## src/rtl/mrdo_sprite_scheduler.sv

```systemverilog
// Per-scanline sprite scheduler: scans sprite RAM at hblank for sprites that
// intersect the next line, queues up to MAX_PER_LINE of them, then presents
// them one at a time to the bitmap fetcher over a req/ack handshake.
module mrdo_sprite_scheduler #(
    parameter int unsigned NUM_SPRITES  = 64,
    parameter int unsigned MAX_PER_LINE = 8,
    parameter int unsigned SPR_HEIGHT   = 16
) (
    input  logic       clk_sys_i,
    input  logic       reset_i,
    input  logic       ce_i,
    input  logic       hblank_start_i,
    input  logic [7:0] line_i,
    output logic [7:0] spr_addr_o,
    input  logic [7:0] spr_data_i,
    output logic       fetch_req_o,
    input  logic       fetch_ack_i,
    output logic [7:0] fetch_tile_o,
    output logic [3:0] fetch_row_o,
    output logic [7:0] fetch_color_o,
    output logic [7:0] fetch_x_o,
    output logic       busy_o,
    output logic       overflow_o,
    output logic [4:0] count_o
);
    localparam int unsigned SW       = (MAX_PER_LINE > 1) ? $clog2(MAX_PER_LINE) : 1;
    localparam logic [5:0]  LAST_IDX = 6'(NUM_SPRITES - 1);
    localparam logic [4:0]  MAX_CNT  = 5'(MAX_PER_LINE);
    localparam logic [7:0]  HEIGHT   = 8'(SPR_HEIGHT);

    typedef enum logic [2:0] {
        S_IDLE, S_SCAN_ADDR, S_SCAN_Y, S_LOAD, S_FETCH, S_DONE
    } state_t;

    state_t     r_state, w_state_nxt;
    logic [7:0] r_line, w_line_nxt;
    logic [5:0] r_index, w_index_nxt;
    logic [4:0] r_count, w_count_nxt;
    logic [1:0] r_step, w_step_nxt;
    logic [4:0] r_k, w_k_nxt;
    logic       r_gap, w_gap_nxt;
    logic       r_busy, w_busy_nxt;
    logic       r_overflow, w_overflow_nxt;

    logic [7:0] r_tile  [MAX_PER_LINE];
    logic [3:0] r_row   [MAX_PER_LINE];
    logic [7:0] r_color [MAX_PER_LINE];
    logic [7:0] r_x     [MAX_PER_LINE];

    logic          w_wr_row, w_wr_tile, w_wr_color, w_wr_x;
    logic          w_start, w_hit, w_last, w_req;
    logic [7:0]    w_row;
    logic [SW-1:0] w_wslot, w_rslot;

    assign w_start = ce_i & hblank_start_i;
    assign w_row   = r_line - spr_data_i;
    assign w_hit   = (spr_data_i != 8'd0) && (w_row < HEIGHT);
    assign w_last  = (r_index == LAST_IDX);
    assign w_wslot = r_count[SW-1:0];
    assign w_rslot = r_k[SW-1:0];
    // hblank pulls req down combinationally so an abort never looks like an ack
    assign w_req   = (r_state == S_FETCH) && !r_gap && !w_start;

    // Next-state and datapath control; hblank restarts from any state
    always_comb begin
        w_state_nxt    = r_state;
        w_line_nxt     = r_line;
        w_index_nxt    = r_index;
        w_count_nxt    = r_count;
        w_step_nxt     = r_step;
        w_k_nxt        = r_k;
        w_gap_nxt      = r_gap;
        w_busy_nxt     = r_busy;
        w_overflow_nxt = r_overflow;
        w_wr_row       = 1'b0;
        w_wr_tile      = 1'b0;
        w_wr_color     = 1'b0;
        w_wr_x         = 1'b0;
        if (w_start) begin
            w_state_nxt    = S_SCAN_ADDR;
            w_line_nxt     = line_i;
            w_index_nxt    = '0;
            w_count_nxt    = '0;
            w_step_nxt     = '0;
            w_k_nxt        = '0;
            w_gap_nxt      = 1'b0;
            w_busy_nxt     = 1'b1;
            w_overflow_nxt = 1'b0;
        end else begin
            case (r_state)
                S_SCAN_ADDR: w_state_nxt = S_SCAN_Y;
                S_SCAN_Y: begin
                    if (w_hit && (r_count < MAX_CNT)) begin
                        w_wr_row    = 1'b1;
                        w_step_nxt  = '0;
                        w_state_nxt = S_LOAD;
                    end else if (w_hit) begin
                        w_overflow_nxt = 1'b1;
                        w_state_nxt    = S_FETCH;
                    end else if (w_last) begin
                        w_state_nxt = (r_count == 5'd0) ? S_DONE : S_FETCH;
                    end else begin
                        w_index_nxt = r_index + 6'd1;
                        w_state_nxt = S_SCAN_ADDR;
                    end
                end
                S_LOAD: begin
                    w_step_nxt = r_step + 2'd1;
                    case (r_step)
                        2'd0: ;
                        2'd1: w_wr_tile  = 1'b1;
                        2'd2: w_wr_color = 1'b1;
                        default: begin
                            w_wr_x      = 1'b1;
                            w_count_nxt = r_count + 5'd1;
                            if (w_last) begin
                                w_state_nxt = S_FETCH;
                            end else begin
                                w_index_nxt = r_index + 6'd1;
                                w_state_nxt = S_SCAN_ADDR;
                            end
                        end
                    endcase
                end
                S_FETCH: begin
                    if (r_gap) begin
                        w_gap_nxt = 1'b0;
                    end else if (fetch_ack_i) begin
                        if (r_k + 5'd1 == r_count) begin
                            w_state_nxt = S_DONE;
                        end else begin
                            w_k_nxt   = r_k + 5'd1;
                            w_gap_nxt = 1'b1;
                        end
                    end
                end
                S_DONE: begin
                    w_busy_nxt  = 1'b0;
                    w_state_nxt = S_IDLE;
                end
                default: ;
            endcase
        end
    end

    // State register
    always_ff @(posedge clk_sys_i) begin
        if (reset_i) begin
            r_state <= S_IDLE;
        end else if (ce_i) begin
            r_state <= w_state_nxt;
        end
    end

    // Scan/fetch bookkeeping registers
    always_ff @(posedge clk_sys_i) begin
        if (reset_i) begin
            r_line     <= '0;
            r_index    <= '0;
            r_count    <= '0;
            r_step     <= '0;
            r_k        <= '0;
            r_gap      <= 1'b0;
            r_busy     <= 1'b0;
            r_overflow <= 1'b0;
        end else if (ce_i) begin
            r_line     <= w_line_nxt;
            r_index    <= w_index_nxt;
            r_count    <= w_count_nxt;
            r_step     <= w_step_nxt;
            r_k        <= w_k_nxt;
            r_gap      <= w_gap_nxt;
            r_busy     <= w_busy_nxt;
            r_overflow <= w_overflow_nxt;
        end
    end

    // Queue slots, filled field by field as sprite RAM bytes arrive
    always_ff @(posedge clk_sys_i) begin
        if (reset_i) begin
            for (int unsigned i = 0; i < MAX_PER_LINE; i++) begin
                r_tile[i]  <= '0;
                r_row[i]   <= '0;
                r_color[i] <= '0;
                r_x[i]     <= '0;
            end
        end else if (ce_i) begin
            if (w_wr_row)   r_row[w_wslot]   <= w_row[3:0];
            if (w_wr_tile)  r_tile[w_wslot]  <= spr_data_i;
            if (w_wr_color) r_color[w_wslot] <= spr_data_i;
            if (w_wr_x)     r_x[w_wslot]     <= spr_data_i;
        end
    end

    // Sprite RAM address: y byte while scanning, then tile/colour/x while loading
    always_comb begin
        spr_addr_o = '0;
        case (r_state)
            S_SCAN_ADDR, S_SCAN_Y: spr_addr_o = {r_index, 2'b01};
            S_LOAD: begin
                case (r_step)
                    2'd0:    spr_addr_o = {r_index, 2'b00};
                    2'd1:    spr_addr_o = {r_index, 2'b10};
                    default: spr_addr_o = {r_index, 2'b11};
                endcase
            end
            default: ;
        endcase
    end

    assign fetch_req_o   = w_req;
    assign fetch_tile_o  = w_req ? r_tile[w_rslot]  : '0;
    assign fetch_row_o   = w_req ? r_row[w_rslot]   : '0;
    assign fetch_color_o = w_req ? r_color[w_rslot] : '0;
    assign fetch_x_o     = w_req ? r_x[w_rslot]     : '0;
    assign busy_o        = r_busy;
    assign overflow_o    = r_overflow;
    assign count_o       = r_count;
endmodule

```

## config.mk

```make
export PLATFORM = sky130hd
export DESIGN_NAME = mrdo_sprite_scheduler
export DESIGN_NICKNAME = d
export VERILOG_FILES = /design/src/rtl/mrdo_sprite_scheduler.sv
export SDC_FILE = /design/constraint.sdc
export NUM_CORES = 1
export LEC_CHECK = 0
export ABC_AREA = 0
export ABC_CLOCK_PERIOD_IN_PS = 3500
export CAP_MARGIN = 10
export CORE_ASPECT_RATIO = 1.75
export CORE_UTILIZATION = 55
export CTS_CLUSTER_SIZE = 24
export DETAILED_ROUTE_END_ITERATION = 8
export PLACE_DENSITY = 0.77
export SYNTH_ARGS = -nofsm -noshare
export SYNTH_HDL_FRONTEND = slang
export SYNTH_SLANG_ARGS = --single-unit
```

## constraint.sdc

```tcl
create_clock -name clk_sys_i -period 3.5 [get_ports clk_sys_i]
set_input_delay 0.7 -clock clk_sys_i [delete_from_list [all_inputs] [get_ports clk_sys_i]]
set_output_delay 0.7 -clock clk_sys_i [all_outputs]
set_load 0.005 [all_outputs]
```

Yosys cells after proc, flatten, opt, wreduce, memory -nomap -nowiden:

Memory sizes are Yosys's and may differ from the RTL's. A register that Yosys moved wholly into a read port is not among the register bits.
Cells that the tools add are included.

* register bits after elaboration: 32
* latch bits: 0
* memory bits (writable): 224
* memory bits (read-only): 0
* bits of input ports: 21
* output and inout bits: 44
* memories kept: 4

Memory list
* r_color: depth 8, width 8, read ports 1, clocked after Yosys merged registers in 1, write ports 8, RTL line 47 `logic [7:0] r_color [MAX_PER_LINE];`
* r_tile: depth 8, width 8, read ports 1, clocked after Yosys merged registers in 1, write ports 8, RTL line 45 `logic [7:0] r_tile [MAX_PER_LINE];`
* r_x: depth 8, width 8, read ports 1, clocked after Yosys merged registers in 1, write ports 8, RTL line 48 `logic [7:0] r_x [MAX_PER_LINE];`
* r_row: depth 8, width 4, read ports 1, clocked after Yosys merged registers in 1, write ports 8, RTL line 46 `logic [3:0] r_row [MAX_PER_LINE];`

* add/sub/neg operators: 5
* multipliers: 0
* div/mod/pow operators: 0
* $lt $le $gt $ge: 2
* equality and inequality tests: 20
* shifts and indexed selects: 0
* mux-type cells: 95
* bitwise logic cells: 1
* reduce and logical (&&, ||, !) cells: 32

Operators by type and width (count)
* 3-bit 2-to-1 mux: 21
* 8-bit 2-to-1 mux: 6
* 1-bit 2-to-1 mux: 46
* 5-bit 2-to-1 mux: 8
* 6-bit 2-to-1 mux: 5
* 8-bit OR reduction: 3
* 3-bit != test (second input constant): 6
* 8-bit case mux with 2 select lines: 1
* 3-bit case mux with 5 select lines: 1
* 6-bit case mux with 2 select lines: 1
* 2-bit nonzero test: 6
* 5-bit by 1-bit adder with 5-bit output (second input constant): 2
* 5-bit AND reduction: 2
* 8-bit by 5-bit less-than comparator with 1-bit output (second input constant): 1
* 4-bit 2-to-1 mux: 2
* 2-bit case mux with 2 select lines: 2
* 8-bit nonzero test: 1
* 8-bit subtractor: 1
* 6-bit by 1-bit adder with 6-bit output (second input constant): 1
* 3-bit by 2-bit == test with 1-bit output (second input constant): 2
* 3-bit == test (second input constant): 2
* 6-bit == test (second input constant): 1
* 2-bit AND reduction: 3
* 3-bit AND reduction: 2
* other kinds (22): 29

Longest topological paths before layout:

* depth after elaboration: 13
* gate-level depth with buffers: 11
* mapped depth without buffers: 11

Worst setup path before layout:

Ideal clock, no wire load.

* path type: input port to flip-flop
* from: input port spr_data_i[1]
* to: memory r_row[4][0], enable pin
* library setup time: 338 ps
* arrival time: 3134 ps
* required time: 3162 ps
* slack: 28 ps
* cell stages on the path: 10
* path buffers: 2
* path through: clkinv_1 > clkbuf_1 > ha_1 > nor2b_1 > o31a_1 > o211a_1 > nor4_4 > nand3_2 > clkbuf_1 > o21bai_1

RTL lines
* from (decl): RTL line 15 `input logic [7:0] spr_data_i,`
* to (decl): RTL line 46

Final worst setup path:

* from: register r_state[0]
* to: output port fetch_row_o[3]

* word-level cells in the longest chain between the ends: 4

RTL lines
* from (decl): RTL line 35 `state_t r_state, w_state_nxt;`
* from (signal assigned): RTL line 151 `r_state <= w_state_nxt;`
* 3-bit == test: RTL line 62 `assign w_req = (r_state == S_FETCH) && !r_gap && !w_start;`
* 1-bit logical AND (2 in a row): RTL line 62
* 4-bit 2-to-1 mux: RTL line 213 `assign fetch_row_o = w_req ? r_row[w_rslot] : '0;`
* to (decl): RTL line 19 `output logic [3:0] fetch_row_o,`

Every way passes these cells.

==> flow_metrics.env <==
export IMPL_status="completed"
export IMPL_grt_pass1_wl_um=47890
export IMPL_hold_violations=0
export IMPL_drv_slew=0
export IMPL_row_count=72
export IMPL_grt_util_all_layers=0.2752
export IMPL_htreeDepth=1
export IMPL_clock_sinks=259
export IMPL_syn2layout_area_growth_pct=15.15
export IMPL_rsz0062_at_grt="false"
export IMPL_cts_tree="done"
export IMPL_path_clk_slew_ps=60
export IMPL_synth_area_um2=12520
export IMPL_fin_hold_ws_ps=470.2
export IMPL_die_y_um=201.6
export IMPL_fin_crit_sh=0.9787
export IMPL_cts_path_max_buffers=3
export IMPL_finalPower_uw=6225
export IMPL_ant_nets=0
export IMPL_p_per_area_nw_per_um2=431.9
export IMPL_synth_top_family_by_area="simple AND/OR/NAND/NOR gates"
export IMPL_setup_violations=0
export IMPL_max_freq_mhz=291.9
export IMPL_synthSimpleGateAreaFrac=0.1780
export IMPL_grt_pass1_vias=8870
export IMPL_cp_end_kind="output pin"
export IMPL_syn_nets=1040
export IMPL_core_area_um2=22250
export IMPL_yosys_area_share_adder=0.01759
export IMPL_relSlewSlack=0.3685
export IMPL_final_nets=1108
export IMPL_finalWirelength_um=30610
export IMPL_critPathArrivalTime_ps=2730
export IMPL_drc=0
export IMPL_clkLatencyLatePin_ps=510
export IMPL_synth_distinct_cells=58
export IMPL_yosysTopAreaCellShare=0.5374
export IMPL_root_buffer="clkbuf_16"
export IMPL_worstHoldPathType="reg -> reg"
export IMPL_synthTopCellsByArea="edfxtp_1, mux4_2, nor3_1"
export IMPL_firstDrtPassIters=5
export IMPL_placedCellCount=1341
export IMPL_p_leak_uw=0.004839
export IMPL_ios=65
export IMPL_syn_avg_cell_area_um2=12.49
export IMPL_drt_iter0_markers=488
export IMPL_portBuffers=64
export IMPL_worst_slew_pin_slew_ps=944.6
export IMPL_dieArea_um2=23390
export IMPL_crit_type="reg -> out"
export IMPL_fin_tns_setup_ps=0
export IMPL_synth_compound_area_frac=0.04399
export IMPL_grt_max_degree=60
export IMPL_async_flop_share=0
export IMPL_yosysMostFrequentCell="edfxtp_1"
export IMPL_wl_per_cell_um=22.20
export IMPL_stdcell_count=1379
export IMPL_synthFlopType="edfxtp_1"
export IMPL_die_x_um=116.0
export IMPL_numCtsBuffers=23
export IMPL_diodes=0
export IMPL_seq_area_frac_synth=0.5934
export IMPL_antenna_found_initial=0
export IMPL_num_vias=8498
export IMPL_fill_cells=1681
export IMPL_place_congestion=0.9315
export IMPL_grt_overflow=0
export IMPL_via_per_inst=6.162
export IMPL_startpoint_type="register"
export IMPL_finish_utilization=0.6477
export IMPL_clock_skew_ps=9.044
export IMPL_ys_ff_latch=259
export IMPL_synthMuxAreaShare=0.1264
export IMPL_synth_common_cells="edfxtp_1, nor3_1, nor2_1"
export IMPL_yosysTopAreaCell="edfxtp_1"
export IMPL_max_cap_violations=0
export IMPL_path_max_fanout=29
export IMPL_cp_required_ps=2800
export IMPL_drive_above_1_share=0.1754
export IMPL_start_util=0.5625
export IMPL_synth_cells=1002
export IMPL_synthXorXnorAreaFrac=0.007698
export IMPL_ir_worst_vdd_mv=0.3844
export IMPL_yosysWarnings=0
export IMPL_synth_edff_count=224
export IMPL_layout_min_cycle_time_ps=3425
export IMPL_hpwl_um=21290
-- sequential cells by signal, summed over array words and instances, names as in the netlist, named ones only --
signal	flops
overflow_o	1
r_step	2
r_gap	1
count_o	5
r_k	5
r_state	3
r_index	6
r_line	8
r_tile	64
r_color	64
busy_o	1
r_row	32
r_x	64
-- worst paths after layout --
kind	cells after the start	to	startpoint	slack [ps]
worst max register to register	6	r_x[5][2]	r_state[1]	460
worst max-delay path	6	fetch_row_o[3]	r_state[0]	70
worst min-delay path	2	r_line[4]	r_line[4]	470
worst min register to register	2	r_line[4]	r_line[4]	470
-- timing repair --
| item | 4_1_cts | 5_1_grt |
|---|---|---|
| setup buffers | 0 | 0 |
| setup endpoints to repair | 0 | 1 |
| hold buffers | 0 | 0 |
| resized for setup | 0 | 1 |
-- final cells by class --
cell class | instances | area, µm² | area share
clock buffer | 25 | 583.1 | 0.04046
clock inverter | 13 | 88.84 | 0.006164
multi-input combinational | 636 | 4679 | 0.3247
timing repair buffer | 130 | 1181 | 0.08196
inverter | 20 | 75.07 | 0.005209
sequential | 259 | 7433 | 0.5158
tap | 296 | 370.4 | 0.02570
-- cell usage in the layout (no fill, tap or decap), types with 9 or more instances in the layout --
cell type,Yosys,routed
a21oi_1,24,24
and2_1,49,49
and3_1,16,16
buf_4,0,62
clkbuf_16,0,23
clkdlybuf4s50_1,0,63
clkinv_1,7,12
dfxtp_1,35,32
edfxtp_1,224,224
ha_1,16,16
inv_1,13,13
mux2i_1,32,32
mux4_2,56,56
nand2_1,44,44
nand3_1,14,14
nor2_1,90,89
nor2_2,8,9
nor2b_1,9,9
nor3_1,167,167
o21ai_0,12,12
or2_2,18,18
-- metrics by stage --
| stage | instance area [µm²] | setup slack, ps |
|---|---|---|
| 2_1_floorplan | 12520 | 28.23 |
| 3_3_place_gp | 13740 | -80.58 |
| 3_5_place_dp | 13740 | -242.2 |
| 4_1_cts | 14410 | 28.91 |
| 5_1_grt | 14410 | 22.91 |
| 6_report | 14410 | 74.69 |
-- worst max-delay path, stage by stage (launching register included) --
cell and delay [ps]:
dfxtp_1 430, or3b_2 560, nor2_1 170, nand2_1 120
buf_12 180, nor2_2 180, clkdlybuf4s50_1 560
-- power by group --
group	leakage, µW	switching (µW)	internal [µW]	total (µW)
Combinational	0.00192	261	155	416
Sequential	0.00260	41.9	3440	3480
Clock	0.000324	1060	1270	2330
Total	0.00484	1360	4860	6220
-- cell families after synthesis --
group | Yosys count
mux | 88
compound gates | 81
simple gates | 439
xor+xnor | 11
flops | 259
buf+inv | 107
fa+ha+maj | 17
-- layer usage --
layer	track usage	share of wire	vias to the layer above
met4	0.1703	0.060	0
met5	0	0	-
met1	0.3027	0.35	4149
li1	-	-	3888
met2	0.4972	0.54	358
met3	0.02771	0.050	103
No activity file was read; power rests on OpenSTA's default activity.
